**src/rtl/pipe_stage_skid_reg_if.sv**
```systemverilog
`default_nettype none
// ============================================================================
// Module  : pipe_stage_skid_reg_if
// Brief   : Handshake/data bundle for the elastic {instr, PC} stage register.
// Revision: 1.0 - initial release
// ============================================================================
interface pipe_stage_skid_reg_if #(
  parameter int DPW = 32,
  parameter int AW  = 32,
  parameter int CW  = 16
);
  logic           valid_i;
  logic           ready_o;
  logic [DPW-1:0] instr_i;
  logic [AW-1:0]  pc_i;
  logic           stall_i;
  logic           flush_i;
  logic           valid_o;
  logic           ready_i;
  logic [DPW-1:0] instr_o;
  logic [AW-1:0]  pc_o;
  logic [CW-1:0]  stall_cnt_o;
  logic [CW-1:0]  flush_cnt_o;

  // Producer/consumer side (pipeline neighbours, hazard unit).
  modport master (
    output valid_i, instr_i, pc_i, stall_i, flush_i, ready_i,
    input  ready_o, valid_o, instr_o, pc_o, stall_cnt_o, flush_cnt_o
  );

  // The stage register itself.
  modport slave (
    input  valid_i, instr_i, pc_i, stall_i, flush_i, ready_i,
    output ready_o, valid_o, instr_o, pc_o, stall_cnt_o, flush_cnt_o
  );
endinterface
`default_nettype wire

```
**src/rtl/pipe_stage_skid_reg.sv**
```systemverilog
`default_nettype none
// ============================================================================
// Module  : pipe_stage_skid_reg
// Brief   : Elastic {instr, PC} pipeline register with a 2-entry skid buffer,
//           flush-to-bubble and registered ready. Optional perf counters are
//           enabled by defining the macro PSR_PERF_CNT_EN.
// Revision: 1.0 - initial release
// ============================================================================
module pipe_stage_skid_reg #(
  parameter int             DPW       = 32,
  parameter int             AW        = 32,
  parameter logic [DPW-1:0] NOP_INSTR = 32'h00000013,
  parameter int             CW        = 16
) (
  input  wire                    clk,
  input  wire                    rst_n,
  pipe_stage_skid_reg_if.slave   bus
);

  logic           r_mv;
  logic [DPW-1:0] r_minstr;
  logic [AW-1:0]  r_mpc;
  logic           r_sv;
  logic [DPW-1:0] r_sinstr;
  logic [AW-1:0]  r_spc;

  logic w_push;
  logic w_pop;

  // ready depends only on skid occupancy, so it is a pure register output.
  assign bus.ready_o = ~r_sv;
  assign w_push      = bus.valid_i & ~r_sv;
  assign w_pop       = r_mv & bus.ready_i & ~bus.stall_i;

  always_ff @(posedge clk or negedge rst_n) begin
    if (!rst_n) begin
      r_mv     <= 1'b0;
      r_minstr <= NOP_INSTR;
      r_mpc    <= '0;
      r_sv     <= 1'b0;
      r_sinstr <= NOP_INSTR;
      r_spc    <= '0;
    end else if (bus.flush_i) begin
      r_mv <= 1'b0;
      r_sv <= 1'b0;
    end else if (r_sv) begin
      if (w_pop) begin
        r_minstr <= r_sinstr;
        r_mpc    <= r_spc;
        r_sv     <= 1'b0;
      end
    end else if (!r_mv) begin
      if (w_push) begin
        r_mv     <= 1'b1;
        r_minstr <= bus.instr_i;
        r_mpc    <= bus.pc_i;
      end
    end else if (w_pop) begin
      if (w_push) begin
        r_minstr <= bus.instr_i;
        r_mpc    <= bus.pc_i;
      end else begin
        r_mv <= 1'b0;
      end
    end else if (w_push) begin
      r_sv     <= 1'b1;
      r_sinstr <= bus.instr_i;
      r_spc    <= bus.pc_i;
    end
  end

  // Empty slots present a bubble rather than stale data.
  assign bus.valid_o = r_mv;
  assign bus.instr_o = r_mv ? r_minstr : NOP_INSTR;
  assign bus.pc_o    = r_mv ? r_mpc : '0;

`ifdef PSR_PERF_CNT_EN
  logic [CW-1:0] r_stall_cnt;
  logic [CW-1:0] r_flush_cnt;
  logic          w_stall_evt;
  logic          w_flush_evt;

  assign w_stall_evt = r_mv & ~(bus.ready_i & ~bus.stall_i);
  assign w_flush_evt = bus.flush_i & (r_mv | r_sv);

  // Saturating counters, cleared only by reset.
  always_ff @(posedge clk or negedge rst_n) begin
    if (!rst_n) begin
      r_stall_cnt <= '0;
      r_flush_cnt <= '0;
    end else begin
      if (w_stall_evt && (r_stall_cnt != {CW{1'b1}}))
        r_stall_cnt <= r_stall_cnt + 1'b1;
      if (w_flush_evt && (r_flush_cnt != {CW{1'b1}}))
        r_flush_cnt <= r_flush_cnt + 1'b1;
    end
  end

  assign bus.stall_cnt_o = r_stall_cnt;
  assign bus.flush_cnt_o = r_flush_cnt;
`else
  assign bus.stall_cnt_o = '0;
  assign bus.flush_cnt_o = '0;
`endif

endmodule
`default_nettype wire
```
**src/flat_wrapper.sv**
```systemverilog
// flat-port wrapper written by rule: the top's interface ports become plain ports
module pipe_stage_skid_reg_flat 
#(
  parameter int             DPW       = 32,
  parameter int             AW        = 32,
  parameter logic [DPW-1:0] NOP_INSTR = 32'h00000013,
  parameter int             CW        = 16
)
  (clk, rst_n, bus_valid_i, bus_instr_i, bus_pc_i, bus_stall_i, bus_flush_i, bus_ready_i, bus_ready_o, bus_valid_o, bus_instr_o, bus_pc_o, bus_stall_cnt_o, bus_flush_cnt_o);
  pipe_stage_skid_reg_if #(.DPW(DPW), .AW(AW), .CW(CW)) bus_i ();
  input  wire clk;
  input  wire rst_n;
  input wire logic [$bits(bus_i.valid_i)-1:0] bus_valid_i;
  input wire logic [$bits(bus_i.instr_i)-1:0] bus_instr_i;
  input wire logic [$bits(bus_i.pc_i)-1:0] bus_pc_i;
  input wire logic [$bits(bus_i.stall_i)-1:0] bus_stall_i;
  input wire logic [$bits(bus_i.flush_i)-1:0] bus_flush_i;
  input wire logic [$bits(bus_i.ready_i)-1:0] bus_ready_i;
  output wire logic [$bits(bus_i.ready_o)-1:0] bus_ready_o;
  output wire logic [$bits(bus_i.valid_o)-1:0] bus_valid_o;
  output wire logic [$bits(bus_i.instr_o)-1:0] bus_instr_o;
  output wire logic [$bits(bus_i.pc_o)-1:0] bus_pc_o;
  output wire logic [$bits(bus_i.stall_cnt_o)-1:0] bus_stall_cnt_o;
  output wire logic [$bits(bus_i.flush_cnt_o)-1:0] bus_flush_cnt_o;
  assign bus_i.valid_i = bus_valid_i;
  assign bus_i.instr_i = bus_instr_i;
  assign bus_i.pc_i = bus_pc_i;
  assign bus_i.stall_i = bus_stall_i;
  assign bus_i.flush_i = bus_flush_i;
  assign bus_i.ready_i = bus_ready_i;
  assign bus_ready_o = bus_i.ready_o;
  assign bus_valid_o = bus_i.valid_o;
  assign bus_instr_o = bus_i.instr_o;
  assign bus_pc_o = bus_i.pc_o;
  assign bus_stall_cnt_o = bus_i.stall_cnt_o;
  assign bus_flush_cnt_o = bus_i.flush_cnt_o;
  pipe_stage_skid_reg #(.DPW(DPW), .AW(AW), .NOP_INSTR(NOP_INSTR), .CW(CW)) u_core (.clk(clk), .rst_n(rst_n), .bus(bus_i));
endmodule
```
**config.mk**
```make
export PLATFORM = sky130hd
export DESIGN_NAME = pipe_stage_skid_reg_flat
export DESIGN_NICKNAME = d
export VERILOG_FILES = /design/src/rtl/pipe_stage_skid_reg_if.sv /design/src/rtl/pipe_stage_skid_reg.sv /design/src/flat_wrapper.sv
export SDC_FILE = /design/constraint.sdc
export NUM_CORES = 1
export LEC_CHECK = 0
export CELL_PAD_IN_SITES_DETAIL_PLACEMENT = 1
export CELL_PAD_IN_SITES_GLOBAL_PLACEMENT = 2
export CORE_UTILIZATION = 31
export CTS_CLUSTER_SIZE = 8
export DETAILED_ROUTE_END_ITERATION = 6
export PLACE_DENSITY_LB_ADDON = 0.1
export SYNTH_ARGS = -nofsm -noshare
export SYNTH_HDL_FRONTEND = slang
export SYNTH_SLANG_ARGS = --single-unit
```
**constraint.sdc**
```tcl
create_clock -name clk -period 1.7 [get_ports clk]
set_input_delay 0.34 -clock clk [delete_from_list [all_inputs] [get_ports clk]]
set_output_delay 0.34 -clock clk [all_outputs]
set_load 0.01 [all_outputs]
```
# [Yosys cells after proc, flatten, opt, wreduce, memory -nomap -nowiden]
# Index checks and enable logic that the tools add are counted.
[classes] n_eq_ne=3 mux=22 bitwise=7 reduce_logical=2
[op_table] operator="32-bit 2-to-1 mux" n=12
[op_table] operator="1-bit 2-to-1 mux" n=10
[op_table] operator="2-bit != test (second input constant)" n=3
[op_table] operator="5-bit AND reduction" n=1
[op_table] operator="1-bit inverter" n=4
[op_table] operator="1-bit bitwise AND" n=3
[op_table] operator="3-bit AND reduction" n=1
[word_totals] regBits=130 out_inout_bits=98

# [Logic depth before layout (Yosys ltp)]
[depth] word_depth=7 ltp_mapped=6

# [Worst setup path before layout]
# Ideal clock, no wire load.
[synth_path] path_kind="register to register" startpoint="reg u_core.r_mv (netlist: u_core.bus.valid_o)" endpoint="reg u_core.r_minstr[10]" setup_time_ns=0.125 t_arrival_ns=1.479 path_slack_ns=0.096 path_stages_with_launch=6 path_buffers=2 synth_period_minus_slack_ns=1.604 cell_sequence="dfrtp_1 > and3b_1 > o221a_4 > buf_8 > buf_12 > mux2_4"
[synth_between] elab_chain_cells=4 elab_cells_between_ends=7 classes_between="2 x eq/ne; 2 x mux; 2 x bitwise; 1 x reduce/logical"
[synth_lines] item="from (decl)" line="pipe_stage_skid_reg.sv:20" source="logic r_mv;"
[synth_lines] item="from (signal assigned)" line="pipe_stage_skid_reg.sv:37" source="r_mv <= 1'b0;"
[synth_lines] item="from (signal assigned)" line="pipe_stage_skid_reg.sv:44" source="r_mv <= 1'b0;"
[synth_lines] item="from (signal assigned)" line="pipe_stage_skid_reg.sv:54" source="r_mv <= 1'b1;"
[synth_lines] item="1-bit bitwise AND (2 in a row)" line="pipe_stage_skid_reg.sv:33" source="assign w_pop = r_mv & bus.ready_i & ~bus.stall_i;"
[synth_lines] item="2-bit != test (no source line)"
[synth_lines] item="3-bit AND reduction (no source line)"
[synth_lines] item="to (signal assigned)" line="pipe_stage_skid_reg.sv:48" source="r_minstr <= r_sinstr;"
[synth_lines] item="to (signal assigned)" line="pipe_stage_skid_reg.sv:55" source="r_minstr <= bus.instr_i;"
[synth_lines] item="to (signal assigned)" line="pipe_stage_skid_reg.sv:60" source="r_minstr <= bus.instr_i;"
[synth_lines] item="to (decl)" line="pipe_stage_skid_reg.sv:21" source="logic [DPW-1:0] r_minstr;"
# Several ways; a longest one is shown, not always the timed one.
# A chain may end at the register's enable or synchronous reset.

# [Final worst setup path]
[layout_path] startpoint="reg u_core.r_mv (netlist: u_core.bus.valid_o)" endpoint="reg u_core.r_sinstr[22]"
[layout_between] elab_chain_cells=4
[layout_lines] item="1-bit bitwise AND (2 in a row)" line="pipe_stage_skid_reg.sv:33"
[layout_lines] item="1-bit inverter (no source line)"
[layout_lines] item="5-bit AND reduction (no source line) *"
[layout_lines] item="to (signal assigned)" line="pipe_stage_skid_reg.sv:67" source="r_sinstr <= bus.instr_i;"
[layout_lines] item="to (decl)" line="pipe_stage_skid_reg.sv:24" source="logic [DPW-1:0] r_sinstr;"
# Every way passes the cells marked *; elsewhere a longest branch is shown, timed or not.

==> results.toml <==
[synth]
synth_common_cells = "dfrtp_1 (124), mux2_4 (120), and2_1 (61)"
yosysMostFrequentCell = "dfrtp_1"
ys_types = 22
synthCells = 460
yosys_warnings = 0
ys_ff_latch = 130
synth_area_sq_um = 6880
async_flop_share_pct = 100
seq_area_frac_synth_pct = 47.4
synthFlopType = "dfrtp_1"
synth_top_area_share_pct = 45.1
synth_edf_count = 0
synthTopCellsByArea = "dfrtp_1 (45%), mux2_4 (26%), mux2_2 (8.0%)"
avgSynthCellArea_sq_um = 15.0
synth_top_area_cell = "dfrtp_1"

[worst_setup_path]
cp-start-kind = "flip-flop"
worstReg2RegEnd = "u_core.r_sinstr[22]$_DFFE_PN0P_"
reg2reg_depth = 8
r2r_setup_slack_ps = -100
critPathMaxFanout = 8
cp.arrival_ps = 2100
cp.required_ps = 2000
endpoint_kind = "flip-flop"
rr_startpoint = "u_core.bus.valid_o$_DFFE_PN0P_"
crit_type = "flip-flop to flip-flop"

[sta]
timing.hold.ws_ps = 362
fin_crit_ps = 1800
finalSetupViolations = 152
slew_violations = 0
clock.fmax_ghz = 0.554
skew_ps = 10.1
hold_viol = 0
tns_ps = -10070
fin_crit_sh_pct = 106
rsz0062_at_grt = "yes"
setup_slack_ps = -105

[floorplanning]
start_util_pct = 31.5
die_w_um = 151
die_height_um = 151
core-area_sq_um = 21800
ios = 168
die_area_sq_um = 22800
row_count = 54

[clocking]
cts.sinks = 130
clkLatencyLatePin_ps = 420
tritoncts = "done"
h-tree-depth = 4
cts-root-buf = "clkbuf_16"
clkSlewWorstSetupHoldPaths_ps = 60
cts_inserted_buffers = 17
cts_max_path_buffers = 2

[cells_and_area]
drive_gt1_share_pct = 57.8
final.fill_count = 2225
stdcell_area_sq_um = 9540
multiInputGateArea_sq_um = 3380
area_delta_synth_final_pct = 38.6
fin_util_pct = 43.7
finalNetCount = 694
register_area_sq_um = 3270
diodes = 0

[placed_design]
gp_congestion = 0.721
placed_cell_area_sq_um = 8540
post-dp-hpwl_um = 10800
io_buffer_count = 135

[detailed_routing]
drt_first_pass_iters = 4
num_vias = 4112
drt_wl_total_um = 17300
via_per_inst = 4.48
first_iter_violations = 125
drc = 0
wl_per_cell_um = 18.9
ant_nets = 0

[worst_hold_path]
hp-class = "input pin to async pin"

[pwr]
power_density_nw_per_um2 = 1140
p_leak_nw = 4.51
irDropWorstVdd_mv = 0.422
power.total_mw = 10.9

[global_routing]
grt_first_pass_wirelength_um = 26900
grt_usage_pct = 16.0
grt_start_max_net_pins = 49
grt_pass1_vias = 4604
globalRoute.totalOverflow = 0
antenna_found_initial = 1

[run]
cap_violations = 0

[outcome]
violations = "setup timing"
status = "finished, violations left"
## worst max-delay path, stage by stage (launching register included)
cell	delay (ps)
dfrtp_2	440
buf_12	160
buf_16	140
buf_8	120
nand4bb_4	90
buf_12	160
buf_12	130
clkbuf_16	150
mux2_4	290
## cells in the final DEF, fill, tap and decap left out
master,synthesis,final
dfrtp_1,124,122
nand2b_4,0,2
buf_8,1,2
inv_2,0,1
clkbuf_16,0,21
buf_12,6,17
clkinv_4,0,2
dfrtp_4,0,1
buf_16,0,6
clkdlybuf4s50_1,0,68
conb_1,1,32
clkinv_2,0,5
and2_4,0,40
clkbuf_1,10,1
nand4bb_4,0,1
and2_1,61,21
o21ai_1,1,1
mux2_4,120,127
nand2b_1,5,3
nor2_4,0,1
buf_2,4,24
clkbuf_8,0,1
nor3_1,1,1
dfstp_2,6,6
mux2_1,23,16
a21oi_1,2,2
dlygate4sd3_1,0,1
o221a_4,1,1
dfrtp_2,0,1
mux2_2,49,49
inv_1,2,1
inv_6,0,1
and3b_2,0,1
clkinvlp_4,0,5
buf_4,32,9
buf_6,8,44
## metrics by stage
| stage | setup slack [ps] | instances |
|---|---|---|
| after floorplan | 95.5 | 491 |
| after global placement | -356 | 868 |
| after detailed placement | -370 | 868 |
| after CTS | -124 | 918 |
| after global routing | -157 | 917 |
| final | -105 | 917 |
## repair_timing
action	4_1_cts	5_1_grt
endpoints found under the hold margin	24	0
setup buffers	12	2
gates resized for setup	343	37
cloned	6	4
endpoints found under the setup margin	185	193
hold buffers	1	0
pin swaps	1	0
## routing by layer
layer	vias to the layer above	global-route usage (%)	routed length, um
li1	1843	-	-
met1	2136	20.8	7810
met2	114	26.1	8640
met3	17	3.73	661
met4	2	5.30	225
met5	-	0	9
## registers in the layout (all words and copies together) (netlist names)
name                cells
u_core.r_minstr        32
u_core.r_mpc           32
u_core.r_sinstr        32
u_core.r_spc           32
u_core.bus.valid_o      1
u_core.r_sv             1
## logic make-up after synthesis
logic type             count (synthesis)  synth area share (%)
other                                  1                0.0545
flip-flops                           130                  47.4
multiplexers                         192                  37.9
AND/OR/NAND/NOR                       70                  6.42
AO/OA/AOI/OAI                          4                 0.509
buffers and inverters                 63                  7.71
## worst max path at each step
stage / depth (start not counted) / from / end
after global placement: 5 / bus_valid_i / u_core.r_sinstr[30]$_DFFE_PN0P_
after global routing: 8 / u_core.bus.valid_o$_DFFE_PN0P_ / u_core.r_sinstr[27]$_DFFE_PN0P_
after floorplan: 5 / u_core.bus.valid_o$_DFFE_PN0P_ / u_core.r_minstr[10]$_DFFE_PN0P_
after CTS: 8 / u_core.bus.valid_o$_DFFE_PN0P_ / u_core.r_sinstr[13]$_DFFE_PN0P_
after detailed placement: 5 / bus_ready_i / u_core.r_minstr[31]$_DFFE_PN0P_
final: 8 / u_core.bus.valid_o$_DFFE_PN0P_ / u_core.r_sinstr[22]$_DFFE_PN0P_
## area by class of cell
class / count / share of cell area, %
multi-input combinational: 298 / 35.4
sequential: 130 / 34.2
timing repair buffer: 175 / 21.1
clock buffer: 19 / 4.64
tap: 280 / 3.67
clock inverter: 13 / 0.931
inverter: 2 / 0.0787
## power by group
group	internal, mW	switching [mW]
Clock	1.89	1.43
Combinational	2.10	0.928
Sequential	4.02	0.522
Total	8.02	2.88
No activity file was read; power rests on OpenSTA's default activity.
